### src/rtl/datapath_sequencer_pkg.sv
// Shared definitions for the datapath sequencer: opcodes, instruction field
// positions, FSM state encoding and field-extraction helpers.
package datapath_sequencer_pkg;

  localparam int INSTR_W = 16;

  localparam logic [3:0] OP_NOP  = 4'h0;
  localparam logic [3:0] OP_LOAD = 4'h1;
  localparam logic [3:0] OP_MOV  = 4'h2;
  localparam logic [3:0] OP_ADD  = 4'h3;
  localparam logic [3:0] OP_XOR  = 4'h4;
  localparam logic [3:0] OP_HALT = 4'hF;

  localparam int OPC_LSB  = 12;
  localparam int DEST_LSB = 9;
  localparam int SRC_LSB  = 6;

  typedef enum logic [1:0] {
    ST_IDLE      = 2'd0,
    ST_FETCH     = 2'd1,
    ST_FETCH_IMM = 2'd2,
    ST_EXEC      = 2'd3
  } seq_state_t;

  function automatic logic [3:0] instr_opcode(input logic [INSTR_W-1:0] w);
    return w[OPC_LSB +: 4];
  endfunction

  function automatic logic [2:0] instr_dest(input logic [INSTR_W-1:0] w);
    return w[DEST_LSB +: 3];
  endfunction

  function automatic logic [2:0] instr_src(input logic [INSTR_W-1:0] w);
    return w[SRC_LSB +: 3];
  endfunction

endpackage

### src/rtl/datapath_sequencer_if.sv
// Instruction-memory handshake and datapath control bundle.
interface datapath_sequencer_if
  import datapath_sequencer_pkg::*;
#(
  parameter int ADDR_W = 8
);
  logic               imem_req;
  logic [ADDR_W-1:0]  imem_addr;
  logic               imem_ack;
  logic [INSTR_W-1:0] imem_rdata;
  logic [3:0]         dp_opcode;
  logic [2:0]         dp_src_reg;
  logic [2:0]         dp_dest_reg;
  logic [INSTR_W-1:0] dp_immediate;
  logic [INSTR_W-1:0] dp_result;

  modport master (
    output imem_req, imem_addr, dp_opcode, dp_src_reg, dp_dest_reg, dp_immediate,
    input  imem_ack, imem_rdata, dp_result
  );

  modport slave (
    input  imem_req, imem_addr, dp_opcode, dp_src_reg, dp_dest_reg, dp_immediate,
    output imem_ack, imem_rdata, dp_result
  );
endinterface

### src/rtl/datapath_sequencer_instr_decode.sv
// Opcode classifier used while the fetch handshake completes.
module instr_decode
  import datapath_sequencer_pkg::*;
(
  input  logic [3:0] opcode_i,
  output logic       needs_imm_o,
  output logic       alu_op_o,
  output logic       nop_o,
  output logic       halt_o,
  output logic       illegal_o
);

  // One-hot classification; anything not listed is illegal.
  always_comb begin
    needs_imm_o = 1'b0;
    alu_op_o    = 1'b0;
    nop_o       = 1'b0;
    halt_o      = 1'b0;
    illegal_o   = 1'b0;
    case (opcode_i)
      OP_NOP:                 nop_o       = 1'b1;
      OP_LOAD:                needs_imm_o = 1'b1;
      OP_MOV, OP_ADD, OP_XOR: alu_op_o    = 1'b1;
      OP_HALT:                halt_o      = 1'b1;
      default:                illegal_o   = 1'b1;
    endcase
  end

endmodule

### src/rtl/datapath_sequencer.sv
// Instruction sequencer: fetches words from instruction memory, decodes them
// and drives one datapath write per executed op.
//
// state        | meaning
// ST_IDLE      | waiting for start
// ST_FETCH     | requesting the instruction word at pc
// ST_FETCH_IMM | requesting the LOAD immediate word at pc
// ST_EXEC      | single cycle presenting controls to the datapath
module datapath_sequencer
  import datapath_sequencer_pkg::*;
#(
  parameter int ADDR_W = 8
) (
  input  logic                 clk,
  input  logic                 reset,
  input  logic                 start,
  input  logic [ADDR_W-1:0]    start_addr,
  datapath_sequencer_if.master bus,
  output logic [INSTR_W-1:0]   last_result,
  output logic                 busy,
  output logic                 done,
  output logic                 err,
  output logic [15:0]          instr_count
);

  seq_state_t         state_q, state_d;
  logic [ADDR_W-1:0]  pc_q, pc_d;
  logic [3:0]         op_q, op_d;
  logic [2:0]         dest_q, dest_d;
  logic [2:0]         src_q, src_d;
  logic [INSTR_W-1:0] imm_q, imm_d;
  logic [INSTR_W-1:0] last_result_q, last_result_d;
  logic [15:0]        count_q, count_d;
  logic               err_q, err_d;
  logic               done_q, done_d;

  logic needs_imm, alu_op, is_nop, is_halt, is_illegal;

  instr_decode u_decode (
    .opcode_i    (instr_opcode(bus.imem_rdata)),
    .needs_imm_o (needs_imm),
    .alu_op_o    (alu_op),
    .nop_o       (is_nop),
    .halt_o      (is_halt),
    .illegal_o   (is_illegal)
  );

  // Next-state and register-update logic; registers hold unless a branch below changes them.
  always_comb begin
    state_d       = state_q;
    pc_d          = pc_q;
    op_d          = op_q;
    dest_d        = dest_q;
    src_d         = src_q;
    imm_d         = imm_q;
    last_result_d = last_result_q;
    count_d       = count_q;
    err_d         = err_q;
    done_d        = 1'b0;
    case (state_q)
      ST_IDLE: begin
        if (start) begin
          pc_d    = start_addr;
          err_d   = 1'b0;
          count_d = '0;
          state_d = ST_FETCH;
        end
      end
      ST_FETCH: begin
        if (bus.imem_ack) begin
          op_d   = instr_opcode(bus.imem_rdata);
          dest_d = instr_dest(bus.imem_rdata);
          src_d  = instr_src(bus.imem_rdata);
          // Non-LOAD ops present a zero immediate rather than a stale one.
          imm_d  = '0;
          pc_d   = pc_q + 1'b1;
          if (needs_imm) begin
            state_d = ST_FETCH_IMM;
          end else if (alu_op) begin
            state_d = ST_EXEC;
          end else if (is_nop) begin
            count_d = count_q + 16'd1;
          end else if (is_halt) begin
            count_d = count_q + 16'd1;
            done_d  = 1'b1;
            state_d = ST_IDLE;
          end else if (is_illegal) begin
            err_d   = 1'b1;
            done_d  = 1'b1;
            state_d = ST_IDLE;
          end
        end
      end
      ST_FETCH_IMM: begin
        if (bus.imem_ack) begin
          imm_d   = bus.imem_rdata;
          pc_d    = pc_q + 1'b1;
          state_d = ST_EXEC;
        end
      end
      ST_EXEC: begin
        last_result_d = bus.dp_result;
        count_d       = count_q + 16'd1;
        state_d       = ST_FETCH;
      end
      default: state_d = ST_IDLE;
    endcase
  end

  // State and datapath registers with synchronous reset.
  always_ff @(posedge clk) begin
    if (reset) begin
      state_q       <= ST_IDLE;
      pc_q          <= '0;
      op_q          <= '0;
      dest_q        <= '0;
      src_q         <= '0;
      imm_q         <= '0;
      last_result_q <= '0;
      count_q       <= '0;
      err_q         <= 1'b0;
      done_q        <= 1'b0;
    end else begin
      state_q       <= state_d;
      pc_q          <= pc_d;
      op_q          <= op_d;
      dest_q        <= dest_d;
      src_q         <= src_d;
      imm_q         <= imm_d;
      last_result_q <= last_result_d;
      count_q       <= count_d;
      err_q         <= err_d;
      done_q        <= done_d;
    end
  end

  // Outputs come only from the state register and latched fields, never from imem inputs.
  assign bus.imem_req     = (state_q == ST_FETCH) || (state_q == ST_FETCH_IMM);
  assign bus.imem_addr    = pc_q;
  assign bus.dp_opcode    = (state_q == ST_EXEC) ? op_q   : OP_NOP;
  assign bus.dp_src_reg   = (state_q == ST_EXEC) ? src_q  : 3'd0;
  assign bus.dp_dest_reg  = (state_q == ST_EXEC) ? dest_q : 3'd0;
  assign bus.dp_immediate = (state_q == ST_EXEC) ? imm_q  : '0;
  assign busy             = (state_q != ST_IDLE);
  assign done             = done_q;
  assign err              = err_q;
  assign last_result      = last_result_q;
  assign instr_count      = count_q;

endmodule

### src/flat_wrapper.sv
// flat-port wrapper written by rule: the top's interface ports become plain ports
module datapath_sequencer_flat import datapath_sequencer_pkg::*;
#(
  parameter int ADDR_W = 8
)
  (clk, reset, start, start_addr, last_result, busy, done, err, instr_count, bus_imem_req, bus_imem_addr, bus_dp_opcode, bus_dp_src_reg, bus_dp_dest_reg, bus_dp_immediate, bus_imem_ack, bus_imem_rdata, bus_dp_result);
  datapath_sequencer_if #(.ADDR_W(ADDR_W)) bus_i ();
  input  logic clk;
  input  logic reset;
  input  logic start;
  input  logic [ADDR_W-1:0] start_addr;
  output logic [INSTR_W-1:0] last_result;
  output logic busy;
  output logic done;
  output logic err;
  output logic [15:0] instr_count;
  output wire logic [$bits(bus_i.imem_req)-1:0] bus_imem_req;
  output wire logic [$bits(bus_i.imem_addr)-1:0] bus_imem_addr;
  output wire logic [$bits(bus_i.dp_opcode)-1:0] bus_dp_opcode;
  output wire logic [$bits(bus_i.dp_src_reg)-1:0] bus_dp_src_reg;
  output wire logic [$bits(bus_i.dp_dest_reg)-1:0] bus_dp_dest_reg;
  output wire logic [$bits(bus_i.dp_immediate)-1:0] bus_dp_immediate;
  input wire logic [$bits(bus_i.imem_ack)-1:0] bus_imem_ack;
  input wire logic [$bits(bus_i.imem_rdata)-1:0] bus_imem_rdata;
  input wire logic [$bits(bus_i.dp_result)-1:0] bus_dp_result;
  assign bus_imem_req = bus_i.imem_req;
  assign bus_imem_addr = bus_i.imem_addr;
  assign bus_dp_opcode = bus_i.dp_opcode;
  assign bus_dp_src_reg = bus_i.dp_src_reg;
  assign bus_dp_dest_reg = bus_i.dp_dest_reg;
  assign bus_dp_immediate = bus_i.dp_immediate;
  assign bus_i.imem_ack = bus_imem_ack;
  assign bus_i.imem_rdata = bus_imem_rdata;
  assign bus_i.dp_result = bus_dp_result;
  datapath_sequencer #(.ADDR_W(ADDR_W)) u_core (.clk(clk), .reset(reset), .start(start), .start_addr(start_addr), .bus(bus_i), .last_result(last_result), .busy(busy), .done(done), .err(err), .instr_count(instr_count));
endmodule
### config.mk
export PLATFORM = sky130hd
export DESIGN_NAME = datapath_sequencer_flat
export DESIGN_NICKNAME = d
export VERILOG_FILES = /design/src/rtl/datapath_sequencer_pkg.sv /design/src/rtl/datapath_sequencer_if.sv /design/src/rtl/datapath_sequencer_instr_decode.sv /design/src/rtl/datapath_sequencer.sv /design/src/flat_wrapper.sv
export SDC_FILE = /design/constraint.sdc
export NUM_CORES = 1
export LEC_CHECK = 0
export CORE_MARGIN = 5
export CORE_UTILIZATION = 41
export DETAILED_ROUTE_END_ITERATION = 10
export PLACE_DENSITY = 0.76
export SLEW_MARGIN = 5
export SYNTH_ARGS = -nofsm -noshare
export SYNTH_HDL_FRONTEND = slang
export SYNTH_HIERARCHICAL = 1
export SYNTH_SLANG_ARGS = --single-unit
### constraint.sdc
create_clock -name clk -period 2.15 [get_ports clk]
set_clock_uncertainty 0.2 [all_clocks]
set_input_delay 0.3225 -clock clk [delete_from_list [all_inputs] [get_ports clk]]
set_output_delay 0.3225 -clock clk [all_outputs]
set_load 0.02 [all_outputs]
## After elaboration in Yosys (flattened, before gate mapping)

Cells that the tools add are included.
Widths: inputs -> output; s select.

| word-level totals | value |
|---|---|
| register bits | 70 |
| word-level logic and storage cells | 92 |
| output and inout bits | 70 |

| cells by class | value |
|---|---|
| reduce and logical (&&, ||, !) cells | 18 |
| bitwise logic cells | 2 |
| equal/unequal tests | 20 |
| add/sub/neg operators | 2 |
| muxes and demuxes | 40 |

Operator list:

| kind | number |
|---|---|
| $mux 16 | 9 |
| $pmux 16 s3 | 1 |
| $pmux 16 s2 | 1 |
| $add 16x1->16 const B | 1 |
| $mux 2 | 8 |
| $mux 8 | 2 |
| $ne 2x2->1 const B | 8 |
| $pmux 8 s2 | 1 |
| $mux 1 | 13 |
| $reduce_or 6->1 | 2 |
| $add 8x1->8 const B | 1 |
| $eq 4x2->1 const B | 2 |
| $pmux 2 s4 | 1 |
| $reduce_and 8->1 | 1 |
| $reduce_bool 2->1 | 4 |
| $mux 3 | 2 |
| $reduce_and 3->1 | 2 |
| $reduce_and 6->1 | 1 |
| $ne 5x2->1 const B | 1 |
| $reduce_and 5->1 | 1 |
| $eq 2x2->1 const B | 2 |
| $eq 4x1->1 const B | 1 |
| $eq 4x3->1 const B | 1 |
| $eq 4x4->1 const B | 1 |
| 14 further kinds | 15 |

## Longest topological paths before layout

Gate-level depths: netlist of run 1.

| depth | value |
|---|---|
| word-level depth | 9 |
| depth in mapped cells | 8 |

## Modules after synthesis

Netlist of run 1, hierarchy kept.

Modules (own cells, without submodules):

| module | sequential area each (um^2) | cells an instance | times used | area an instance (um^2) |
|---|---|---|---|---|
| datapath_sequencer | 1401.3 | 384 | 1 | 3251.9 |
| instr_decode | 0.0 | 9 | 1 | 61.3 |

## Worst setup path after synthesis of run 1

Ideal clock, no wire load.

| path | value |
|---|---|
| path kind | in2reg |
| start point | in bus_imem_rdata[13] |
| end point | reg u_core.count_q[10] (netlist: u_core/instr_count[10]) |
| setup time | 0.070 ns |
| buffers on the path | 1 |
| stages | 6 |
| setup slack | -0.100 ns |
| data arrival time | 1.979 ns |
| cell sequence | nor4b_1 nor3b_4 o211ai_1 nand2_1 clkbuf_1 a21oi_1 |

| between the ends | value |
|---|---|
| longest elaborated chain between the ends | 7 |

Ends and longest elaborated chain:

| item | line | source |
|---|---|---|
| start, declared | flat_wrapper.sv:24 | `input wire logic [$bits(bus_i.imem_rdata)-1:0] bus_imem_rdata;` |
| $logic_not 4->1 | datapath_sequencer_instr_decode.sv:20 | `case (opcode_i)` |
| $mux 1 | datapath_sequencer_instr_decode.sv:20 |  |
| $mux 16 | datapath_sequencer.sv:81 | `end else if (is_nop) begin` |
| $mux 16 | datapath_sequencer.sv:79 | `end else if (alu_op) begin` |
| $mux 16 | datapath_sequencer.sv:77 | `if (needs_imm) begin` |
| $mux 16 | datapath_sequencer.sv:70 | `if (bus.imem_ack) begin` |
| $pmux 16 s3 | datapath_sequencer.sv:60 | `case (state_q)` |
| end signal, assigned | datapath_sequencer.sv:131 | `count_q <= count_d;` |
| end, declared | datapath_sequencer.sv:33 | `logic [15:0] count_q, count_d;` |

Parallel ways exist; a longest one is shown, timed or not. The select of a mux whose other input is x is not followed.
A chain may end at the register's enable or synchronous reset.

## Worst setup path in the final report of run 1

| path | value |
|---|---|
| start point | in bus_imem_rdata[15] |
| end point | reg u_core.count_q[5] (netlist: u_core/instr_count[5]) |

RTL lines:

| item | line | source |
|---|---|---|
| $eq 4x2->1 / $eq 4x3->1 (equally long branches) | datapath_sequencer_instr_decode.sv:20 |  |
| $reduce_or 3->1 * | datapath_sequencer_instr_decode.sv:20 |  |
| $mux 1 * | datapath_sequencer_instr_decode.sv:20 |  |
| named net u_core.alu_op | datapath_sequencer.sv:37 | `logic needs_imm, alu_op, is_nop, is_halt, is_illegal;` |
| $ne 2x2->1 (no line) * | n/a |  |
| $reduce_and 6->1 (no line) * | n/a |  |

The timed path passes the listed nets; every way through them passes the cells marked *. The select of a mux whose other input is x is not followed.

==> results of run 1 <==
flip-flops by register name, summed over array words and instances, names as in the netlist, 2 cells and up:
register / flops
u_core/imm_q: 16
u_core/op_q: 4
u_core/instr_count: 16
u_core/state_q: 2
u_core/dest_q: 3
u_core/last_result: 16
u_core/src_q: 3
u_core/bus.imem_addr: 8
critical path: stages:
cell and delay (ns):
dlygate4sd2_1 0.33, buf_4 0.18, a21oi_4 0.05, nor3b_4 0.31
o21ai_1 0.11, buf_4 0.18, or4_1 0.51, a21oi_1 0.17
where the power goes:
| part | switching (mW) | internal, mW | total [mW] |
|---|---|---|---|
| Clock | 0.501 | 0.647 | 1.15 |
| Combinational | 0.584 | 0.486 | 1.07 |
| Sequential | 0.0708 | 1.37 | 1.44 |
per-stage QoR:
step	hold slack, ns	power (mW)	instances	instance area, um^2
floorplan	0.232	2.00	393	3320
global placement	0.239	2.46	623	4780
detailed placement	0.244	2.49	623	4780
CTS	0.146	3.65	641	5060
global route	0.158	3.83	642	5050
finish	0.167	3.66	642	5050
layer usage:
layer	wire length, um	global-route usage (%)	vias to the layer above
li1	-	-	1687
met1	4060	23.3	1587
met2	5150	34.5	123
met3	691	5.07	11
met4	93	6.41	0
met5	0	0	-
cell usage in the layout (no fill, tap or decap), drive strengths merged, types with 5 or more instances in the layout:
master         instances
o21ai                 17
buf                   42
nand2                 34
mux2i                 22
inv                   14
clkdlybuf4s15         19
and4                   5
ha                     7
nor2                  42
dfxtp                 70
nor4                   6
or4                   10
nand3                 11
a22oi                 16
a21oi                 36
clkbuf                18
nor2b                  5
clkdlybuf4s50         80
and2                  27
o31ai                 12
how the worst max path moves through the flow:
| stage | start | to | slack (ns) |
|---|---|---|---|
| after floorplan | bus_imem_rdata[12] | u_core/instr_count[10]$_SDFFE_PP0P_ | 0.04 |
| after CTS | u_core/state_q[0]$_SDFFE_PP0P_ | bus_dp_immediate[15] | -0.007 |
| after global routing | u_core/state_q[1]$_SDFFE_PP0P_ | bus_dp_immediate[8] | 0.0001 |
| after global placement | bus_imem_rdata[14] | u_core/instr_count[8]$_SDFFE_PP0P_ | -0.48 |
| final | bus_imem_rdata[15] | u_core/instr_count[5]$_SDFFE_PP0P_ | 0.05 |
| after detailed placement | bus_imem_rdata[14] | u_core/instr_count[11]$_SDFFE_PP0P_ | -0.60 |
cells in the mapped netlist, types with 2 or more instances:
library cell / count / area (um^2)
mux2i_1: 22 / 220
dfxtp_1: 70 / 1400
nor3_1: 3 / 15.0
a211o_1: 2 / 17.5
nor4_1: 6 / 37.5
nand2b_1: 3 / 18.8
clkbuf_1: 19 / 71.3
ha_1: 7 / 87.6
inv_1: 14 / 52.6
or3_1: 3 / 18.8
or2_2: 2 / 12.5
a22oi_1: 16 / 120
nand4_1: 2 / 12.5
a21oi_1: 35 / 175
nand3_1: 11 / 55.1
buf_1: 2 / 7.51
nand2_1: 34 / 128
and2_1: 27 / 169
nor2b_1: 5 / 31.3
or4_1: 10 / 75.1
and4_1: 5 / 43.8
a211oi_1: 3 / 22.5
o21ai_0: 16 / 80.1
o31ai_1: 12 / 90.1
nor2_1: 42 / 158
nand3b_1: 2 / 15.0
logic make-up after synthesis:
kind of cell	after synthesis	synth area share, %
AOI/OAI and AO/OA	95	18.1
adders and majority gates	7	2.64
buffers and inverters	37	4.23
DFF	70	42.3
muxes	23	6.99
and+or+nand+nor	161	25.8
area by class of cell:
type                            instances  area [um^2]
Fill cell                             681         2760
Tap cell                              102          128
Timing Repair Buffer                  154         1420
Multi-Input combinational cell        286         1830
Clock buffer                            9          124
Clock inverter                          6         87.6
Sequential cell                        70         1400
Inverter                               15         60.1
what timing repair did:
action                     in CTS  in global routing
resized for setup              72                 21
setup buffers                   3                  1
setup endpoints to repair      46                 44
pin swaps                       3                  2
==> metrics.txt, run 1 <==
outcome=finished clean; Critical Path Source Type=input port; detailed-route wire length=10000 um; sequential-to-total area share from yosys stat=42.3%; syn_area_per_cell=8.43 um^2; Synthesis Warnings=6; Post-DRT Antenna Nets=0; via count=3408; Initial Utilization=42.4%; DRC=0; first-pass GRT wire length=16000 um; Pre-antenna DRT Iters=4; clock slew at reported path FFs=0.08 ns; leakage power=1.85 nW; Post-Syn Instances=393; Layout Nets=587; post-synth cell types=46; WP data arrival=2.17 ns; Max clock buf depth=2; actual slew at the worst max-slew pin=0.406 ns; critical path class=input port to flop; CTS tree=yes; setup slack at placement=-0.598 ns; layout cells sized above 1=17.0%; initial antenna violation count=0; Final GP Congestion=0.891; cell count of the worst hold path=2; Period minus WS final=2.10 ns; required time worst endpoint=2.22 ns; Total GRT Usage=19.6%; CTS buffer count=9; Max IR drop VDD=384 uV; HPWL Detailed=7150 um; critical-path maximum fanout=14; RR Endpoint=u_core/instr_count[15]$_SDFFE_PP0P_; post-synth net total=444; grt total ovfl=0; Cell Pwr Density=725 nW/um^2; final setup violating endpoints=0; mapped cell area=3310 um^2; largest net degree at the start of global routing=38; clock sinks=70; fin. max-slew vios=0; Fin Setup TNS=0 ns; Cell Rows=32; type of the tightest min-delay check=input port to flop; I/O pin cnt=114; post-route setup slack=0.0521 ns; Die Width=99.9 um; EDFF count, synth=0; die area=9980 um^2; RSZ-0062 raised after global routing=no; Ant. Diodes=0; Synth Register Bits=70; final hold violations=0; Main synth FF type=dfxtp_1; vias in the first global route=3311; H-Tree Depth=3; Die Y=99.9 um; Worst-Skew Late Latency=0.34 ns; cts hold-fix bufs=0; worst reg2reg setup slack=0.09 ns; average wire per standard cell=15.6 um; Max Freq=477 MHz; synth-to-layout area growth=52.5%; hold_sp=reset; Synth async-reset ratio=0%; fin util=64.7%; drt first-iter violations=157; CP Capture Type=flop; Via density=5.31; Root Buffer=clkbuf_8; Port Buffers=113; Slew HR=72.7%; Final period util=97.6%; Core Box Area=7810 um^2; R2R depth=5; Hold Path End=u_core/last_result[7]$_SDFFE_PP0P_; worst flop-to-flop path startpoint=u_core/state_q[0]$_SDFFE_PP0P_; Max Cap Violations=0
No activity file was read; power rests on OpenSTA's default activity.
==> run 2, diff against run 1 <==
Settings changed: CELL_PAD_IN_SITES_DETAIL_PLACEMENT set to 0, CELL_PAD_IN_SITES_GLOBAL_PLACEMENT set to 2, CORE_UTILIZATION 41 to 23, PLACE_DENSITY 0.76 to unset, PLACE_DENSITY_LB_ADDON set to 0.1.
==> run 2 against run 1 <==
Total power increased by 17%. Hold slack about the same. Sequential power about the same. First-iteration DRC count decreased by 18%. Final area increased by 5.1%. Final cell count increased by 13%. Setup slack improved by 0.034 ns. Wire length increased by 10%. Highest routed layer unchanged. Via count decreased by 1.5%. Combinational power about the same.
==> metrics.txt, run 2 (synthesis results as in run 1) <==
Port Buffers=113 (unchanged); largest net degree at the start of global routing=43 (was 38); Critical Path Source Type=input port (unchanged); critical path class=input port to flop (unchanged); critical-path maximum fanout=6 (was 14); H-Tree Depth=3 (unchanged); outcome=finished clean (unchanged); Die Width=130 um (was 99.9 um); commonest non-fill, non-tap cell in the layout=clkdlybuf4s50_1 (unchanged); final setup violating endpoints=0 (unchanged); CP cell instances=clkdlybuf4s50_1 > nor3b_4 > o2111ai_4 > buf_12 > or4_1 > a21oi_2 (was dlygate4sd2_1 > buf_4 > a21oi_4 > nor3b_4 > o21ai_1 > buf_4 > or4_1 > a21oi_1); post-route setup slack=0.0862 ns (was 0.0521 ns); # fillers=1441 (was 681); final hold violations=0 (unchanged); actual slew at the worst max-slew pin=0.580 ns (was 0.406 ns); drt first-iter violations=128 (was 157); fin. max-slew vios=0 (unchanged); CTS tree=yes (unchanged); required time worst endpoint=2.23 ns (was 2.22 ns); CTS buffer count=9 (unchanged); Pre-antenna DRT Iters=4 (unchanged); WP data arrival=2.14 ns (was 2.17 ns); grt total ovfl=0 (unchanged); CP Capture Type=flop (unchanged); via count=3357 (was 3408); Worst-Skew Late Latency=0.34 ns (about the same); Slew HR=61.4% (was 72.7%); die area=16900 um^2 (was 9980 um^2); Max IR drop VDD=526 uV (was 384 uV); Ant. Diodes=0 (unchanged); DRC=0 (unchanged); Period minus WS final=2.06 ns (was 2.10 ns); Slowest-stage cell, CP=clkdlybuf4s50_1 (was or4_1); Cell Pwr Density=806 nW/um^2 (was 725 nW/um^2); Cell Rows=43 (was 32); Root Buffer=clkbuf_16 (was clkbuf_8); vias in the first global route=3484 (was 3311); Total Power=4.28 mW (was 3.66 mW); Final GP Congestion=0.737 (was 0.891); clock slew at reported path FFs=0.06 ns (was 0.08 ns); Max Freq=485 MHz (was 477 MHz); type of the tightest min-delay check=input port to flop (unchanged); synth-to-layout area growth=60.2% (was 52.5%); layout cells sized above 1=19.8% (was 17.0%); fin util=37.9% (was 64.7%); leakage power=1.94 nW (was 1.85 nW); first-pass GRT wire length=18100 um (was 16000 um); detailed-route wire length=11000 um (was 10000 um); Die Y=130 um (was 99.9 um); Total GRT Usage=13.5% (was 19.6%); initial antenna violation count=0 (unchanged); Core Box Area=14000 um^2 (was 7810 um^2); commonest cells after routing, fill and taps aside=clkdlybuf4s50_1 (80), dfxtp_1 (69), nor2_1 (42) (unchanged); I/O pin cnt=114 (unchanged); Post-DRT Antenna Nets=0 (unchanged); Max Cap Violations=0 (unchanged); Via density=4.62 (was 5.31); setup slack at placement=-0.662 ns (was -0.598 ns); clock sinks=70 (unchanged); Initial Utilization=23.7% (was 42.4%); average wire per standard cell=15.2 um (was 15.6 um); HPWL Detailed=7870 um (was 7150 um); RSZ-0062 raised after global routing=no (unchanged); Max clock buf depth=2 (unchanged); Layout Nets=592 (was 587); delay of the slowest critical-path stage=0.51 ns (about the same); Final period util=96.0% (was 97.6%)
## run 2: changes by cell type in the layout (fill, tap and decap cells not counted), sizes merged
| cell | before | now |
|---|---|---|
| clkbuf | 18 | 31 |
| dlygate4sd2 | 4 | 3 |
| bufinv | 2 | 3 |
| clkinvlp | 1 | 2 |
| clkinv | 4 | 2 |
| inv | 14 | 15 |
| clkdlybuf4s15 | 19 | 7 |
| buf | 42 | 47 |
## run 2: what timing repair did
action                     in CTS  in global routing
gates resized for setup        45                 57
cloned                          0                  0
hold buffers                    0                  0
pin swaps                       3                  3
setup buffers                   5                  0
setup endpoints to repair      61                 52
## run 2: metrics by stage
step	instance area, um^2	std cells	hold WS [ns]	setup TNS, ns
2_1_floorplan	3320	393	0.232	0
5_1_grt	5310	726	0.186	0
3_5_place_dp	4940	705	0.244	-10.92
4_1_cts	5340	726	0.161	-0.00209
3_3_place_gp	4940	705	0.239	-8.95
6_report	5310	726	0.167	0
## run 2: path summary, 6_finish.rpt
kind	startpoint	to	slack [ns]	cells after the start
worst max-delay path	bus_imem_ack	u_core/instr_count[12]$_SDFFE_PP0P_	0.09	6
worst min-delay path	reset	u_core/bus.imem_addr[5]$_SDFFE_PP0P_	0.17	2
worst max register to register	u_core/state_q[1]$_SDFFE_PP0P_	u_core/instr_count[12]$_SDFFE_PP0P_	0.10	7
worst min register to register	u_core/src_q[1]$_SDFFE_PP0P_	u_core/src_q[1]$_SDFFE_PP0P_	0.25	2
## run 2: worst max-delay path: cells and delay by family
family                 cells  cell delay, ns
and+or+nand+nor            2            0.81
buffers and inverters      2            0.68
AOI/OAI and AO/OA          2            0.32
## run 2: power by group
part	leakage [nW]	internal (mW)	switching, mW
registers	0.567	1.37	0.0699
clock network	0.166	1.14	0.609
logic	1.21	0.495	0.593
total	1.94	3.01	1.27
## run 2: final cells by class
cell class	instances	area [um^2]	area share, %
clock buffer	9	225	4.24
clock inverter	7	120	2.26
inverter	15	60.1	1.13
multi-input combinational	286	1860	35.1
sequential	70	1400	26.4
tap	180	225	4.24
timing repair buffer	159	1410	26.6
## run 2: metal layers
| metal | track usage (%) | part of all wire [%] | up-vias |
|---|---|---|---|
| met3 | 5.89 | 7.3 | 14 |
| met5 | 0 | 0 | - |
| met2 | 21.8 | 47 | 82 |
| li1 | - | - | 1688 |
| met1 | 16.4 | 44 | 1573 |
| met4 | 4.22 | 1.5 | 0 |
==> run 3, diff against run 2 <==
Settings changed: CORE_MARGIN 5 to unset, PLACE_DENSITY set to 0.75, PLACE_DENSITY_LB_ADDON 0.1 to unset.
==> run 3 against run 2 <==
Sequential share of layout area grew 0.78 points. Final cell count shrank 1.1%. Register-to-register slack gained 0.03 ns. Critical path depth grew 3. Clock-buffer cell count grew 1. Largest power group unchanged. Hold slack lost 0.12 ns. Combinational power shrank 4%. Setup slack lost 0.0055 ns. Critical endpoint is now u_core/instr_count[9]$_SDFFE_PP0P_. Via count grew 0.42%. Sequential power is essentially flat. Sequential cell count is the same.
==> metrics.txt, run 3 (synthesis results as in run 1) <==
outcome=finished clean (unchanged); Die Width=122 um (was 130 um); synth-to-layout area growth=55.6% (was 60.2%); first-pass GRT wire length=16500 um (was 18100 um); Period minus WS final=2.07 ns (was 2.06 ns); critical path class=input port to flop (unchanged); critical-path maximum fanout=8 (was 6); NetSw=1.23 mW (was 1.27 mW); cell depth of the worst setup path=9 (was 6); final hold violations=0 (unchanged); Total Power=4.09 mW (was 4.28 mW); worst flop-to-flop path startpoint=u_core/state_q[1]$_SDFFE_PP0P_ (unchanged); CP top delay family=compound AO/OA/AOI/OAI gates (was simple AND/OR/NAND/NOR gates); Root Buffer=clkbuf_16 (unchanged); Die Y=122 um (was 130 um); Seq pwr share=35.2% (was 33.7%); CTS buffer count=9 (unchanged); Total GRT Usage=14.3% (was 13.5%); leakage power=1.87 nW (was 1.94 nW); Ant. Diodes=0 (unchanged); type of the tightest min-delay check=input port to flop (unchanged); WP data arrival=2.14 ns (about the same); clock slew at reported path FFs=0.06 ns (about the same); Port Buffers=113 (unchanged); Final period util=96.3% (was 96.0%); final setup violating endpoints=0 (unchanged); Slew HR=63.0% (was 61.4%); Hold Path End=u_core/bus.imem_addr[1]$_SDFFE_PP0P_ (was u_core/bus.imem_addr[5]$_SDFFE_PP0P_); grt total ovfl=0 (unchanged); commonest non-fill, non-tap cell in the layout=clkdlybuf4s50_1 (unchanged); delay of the slowest critical-path stage=0.43 ns (was 0.51 ns); Pre-antenna DRT Iters=4 (unchanged); fin util=36.8% (was 37.9%); Cell Rows=43 (unchanged); fin. max-slew vios=0 (unchanged); area taken by multi-input logic gates=1840 um^2 (was 1860 um^2); final hold slack=0.0470 ns (was 0.167 ns); Fin Setup TNS=0 ns (unchanged); Critical Path Source Type=input port (unchanged); # fillers=1466 (was 1441); die area=14900 um^2 (was 16900 um^2); Buf+Inv Stages, Crit Path=3 (was 2); clock sinks=70 (unchanged); Max clock buf depth=2 (unchanged); detailed-route wire length=10300 um (was 11000 um); largest net degree at the start of global routing=50 (was 43); DRC=0 (unchanged); Core Box Area=14000 um^2 (unchanged); drt first-iter violations=172 (was 128); CTS tree=yes (unchanged); via count=3371 (was 3357); CP cell instances=dlygate4sd2_1 > or3b_1 > a21oi_4 > nor3b_4 > o2111ai_4 > buf_4 > buf_4 > o31ai_1 > a21oi_1 (was clkdlybuf4s50_1 > nor3b_4 > o2111ai_4 > buf_12 > or4_1 > a21oi_2); Initial Utilization=23.7% (unchanged); RSZ-0062 raised after global routing=no (unchanged); Max IR drop VDD=479 uV (was 526 uV); RR Endpoint=u_core/instr_count[5]$_SDFFE_PP0P_ (was u_core/instr_count[12]$_SDFFE_PP0P_); vias in the first global route=3270 (was 3484); worst reg2reg setup slack=0.13 ns (was 0.10 ns); Cell Pwr Density=793 nW/um^2 (was 806 nW/um^2); Worst-Skew Late Latency=0.34 ns (about the same); actual slew at the worst max-slew pin=0.555 ns (was 0.580 ns); Clk pwr share=39.0% (was 40.8%); initial antenna violation count=0 (unchanged); Max Cap Violations=0 (unchanged); commonest cells after routing, fill and taps aside=clkdlybuf4s50_1 (80), dfxtp_1 (69), nor2_1 (42) (unchanged); Most Frequent Cell on Critical Path=buf_4; HPWL Detailed=7240 um (was 7870 um); hold_sp=reset (unchanged); Comb pwr share=25.8% (was 25.4%); Pint=2.86 mW (was 3.01 mW); switching share of power=30.0% (was 29.7%); Slowest-stage cell, CP=or3b_1 (was clkdlybuf4s50_1); I/O pin cnt=114 (unchanged); Max Freq=483 MHz (was 485 MHz); cell count of the worst hold path=2 (unchanged); Layout Nets=584 (was 592); layout cells sized above 1=18.8% (was 19.8%); Via density=4.69 (was 4.62); Post-DRT Antenna Nets=0 (unchanged); R2R depth=7 (unchanged); average wire per standard cell=14.4 um (was 15.2 um); H-Tree Depth=3 (unchanged); register area=1400 um^2 (unchanged); required time worst endpoint=2.22 ns (was 2.23 ns); Final GP Congestion=0.775 (was 0.737); CP Capture Type=flop (unchanged)
==> run 3: cell types whose count changed in the layout (fill, tap and decap cells not counted), sizes merged <==
cell and change:
buf -8, bufinv -1, clkbuf +5, clkdlybuf4s15 -3
clkinv +1, dlygate4sd2 -1, inv -1
==> run 3: cell type report <==
class	count	share of cell area, %
Clock buffer	10	4.44
Clock inverter	6	1.68
Inverter	15	1.17
Multi-Input combinational cell	286	35.7
Sequential cell	70	27.2
Tap cell	180	4.37
Timing Repair Buffer	151	25.4
==> run 3: stage by stage <==
step	worst slack [ns]	area, um^2	std cells
2_1_floorplan	0.0351	3320	393
3_3_place_gp	-0.543	4880	699
3_5_place_dp	-0.651	4880	699
4_1_cts	0.000920	5220	717
5_1_grt	0.00180	5150	718
6_report	0.0806	5150	718
==> run 3: worst max-delay path by stage <==
stage	end	from
detailed placement	u_core/instr_count[11]$_SDFFE_PP0P_	bus_imem_rdata[13]
global placement	u_core/instr_count[10]$_SDFFE_PP0P_	bus_imem_rdata[13]
global route	busy	u_core/state_q[1]$_SDFFE_PP0P_
finish	u_core/instr_count[9]$_SDFFE_PP0P_	bus_imem_rdata[12]
floorplan	u_core/instr_count[10]$_SDFFE_PP0P_	bus_imem_rdata[12]
CTS	bus_dp_immediate[4]	u_core/state_q[1]$_SDFFE_PP0P_
==> run 3: power by group through the flow <==
stage	clock (mW)	combinational (mW)	sequential, mW
after global placement	0	1.03	1.47
final	1.59	1.05	1.44
after detailed placement	0	1.04	1.47
after CTS	1.67	1.04	1.44
after floorplan	0	0.489	1.51
after global routing	1.73	1.16	1.45
==> run 3: repair_timing <==
action	4_1_cts	5_1_grt
buffers inserted	2	1
setup endpoints to repair	46	43
gates resized for setup	52	53
hold buffers	0	0
pin swaps	3	2
==> run 3: worst register-to-register path: cells and delay by family, from the launching register on <==
kind            cells  cell delay [ns]
compound gates      2             0.24
fa+ha+maj           1             0.24
buf+inv             3             0.40
flops               1             0.37
simple gates        1             0.50
==> run 3: layer usage <==
layer	up-vias	global-route usage, %	wire length [um]
li1	1680	-	-
met1	1604	16.7	4440
met2	79	23.7	5100
met3	8	6.13	686
met4	0	4.17	114
met5	-	0	0
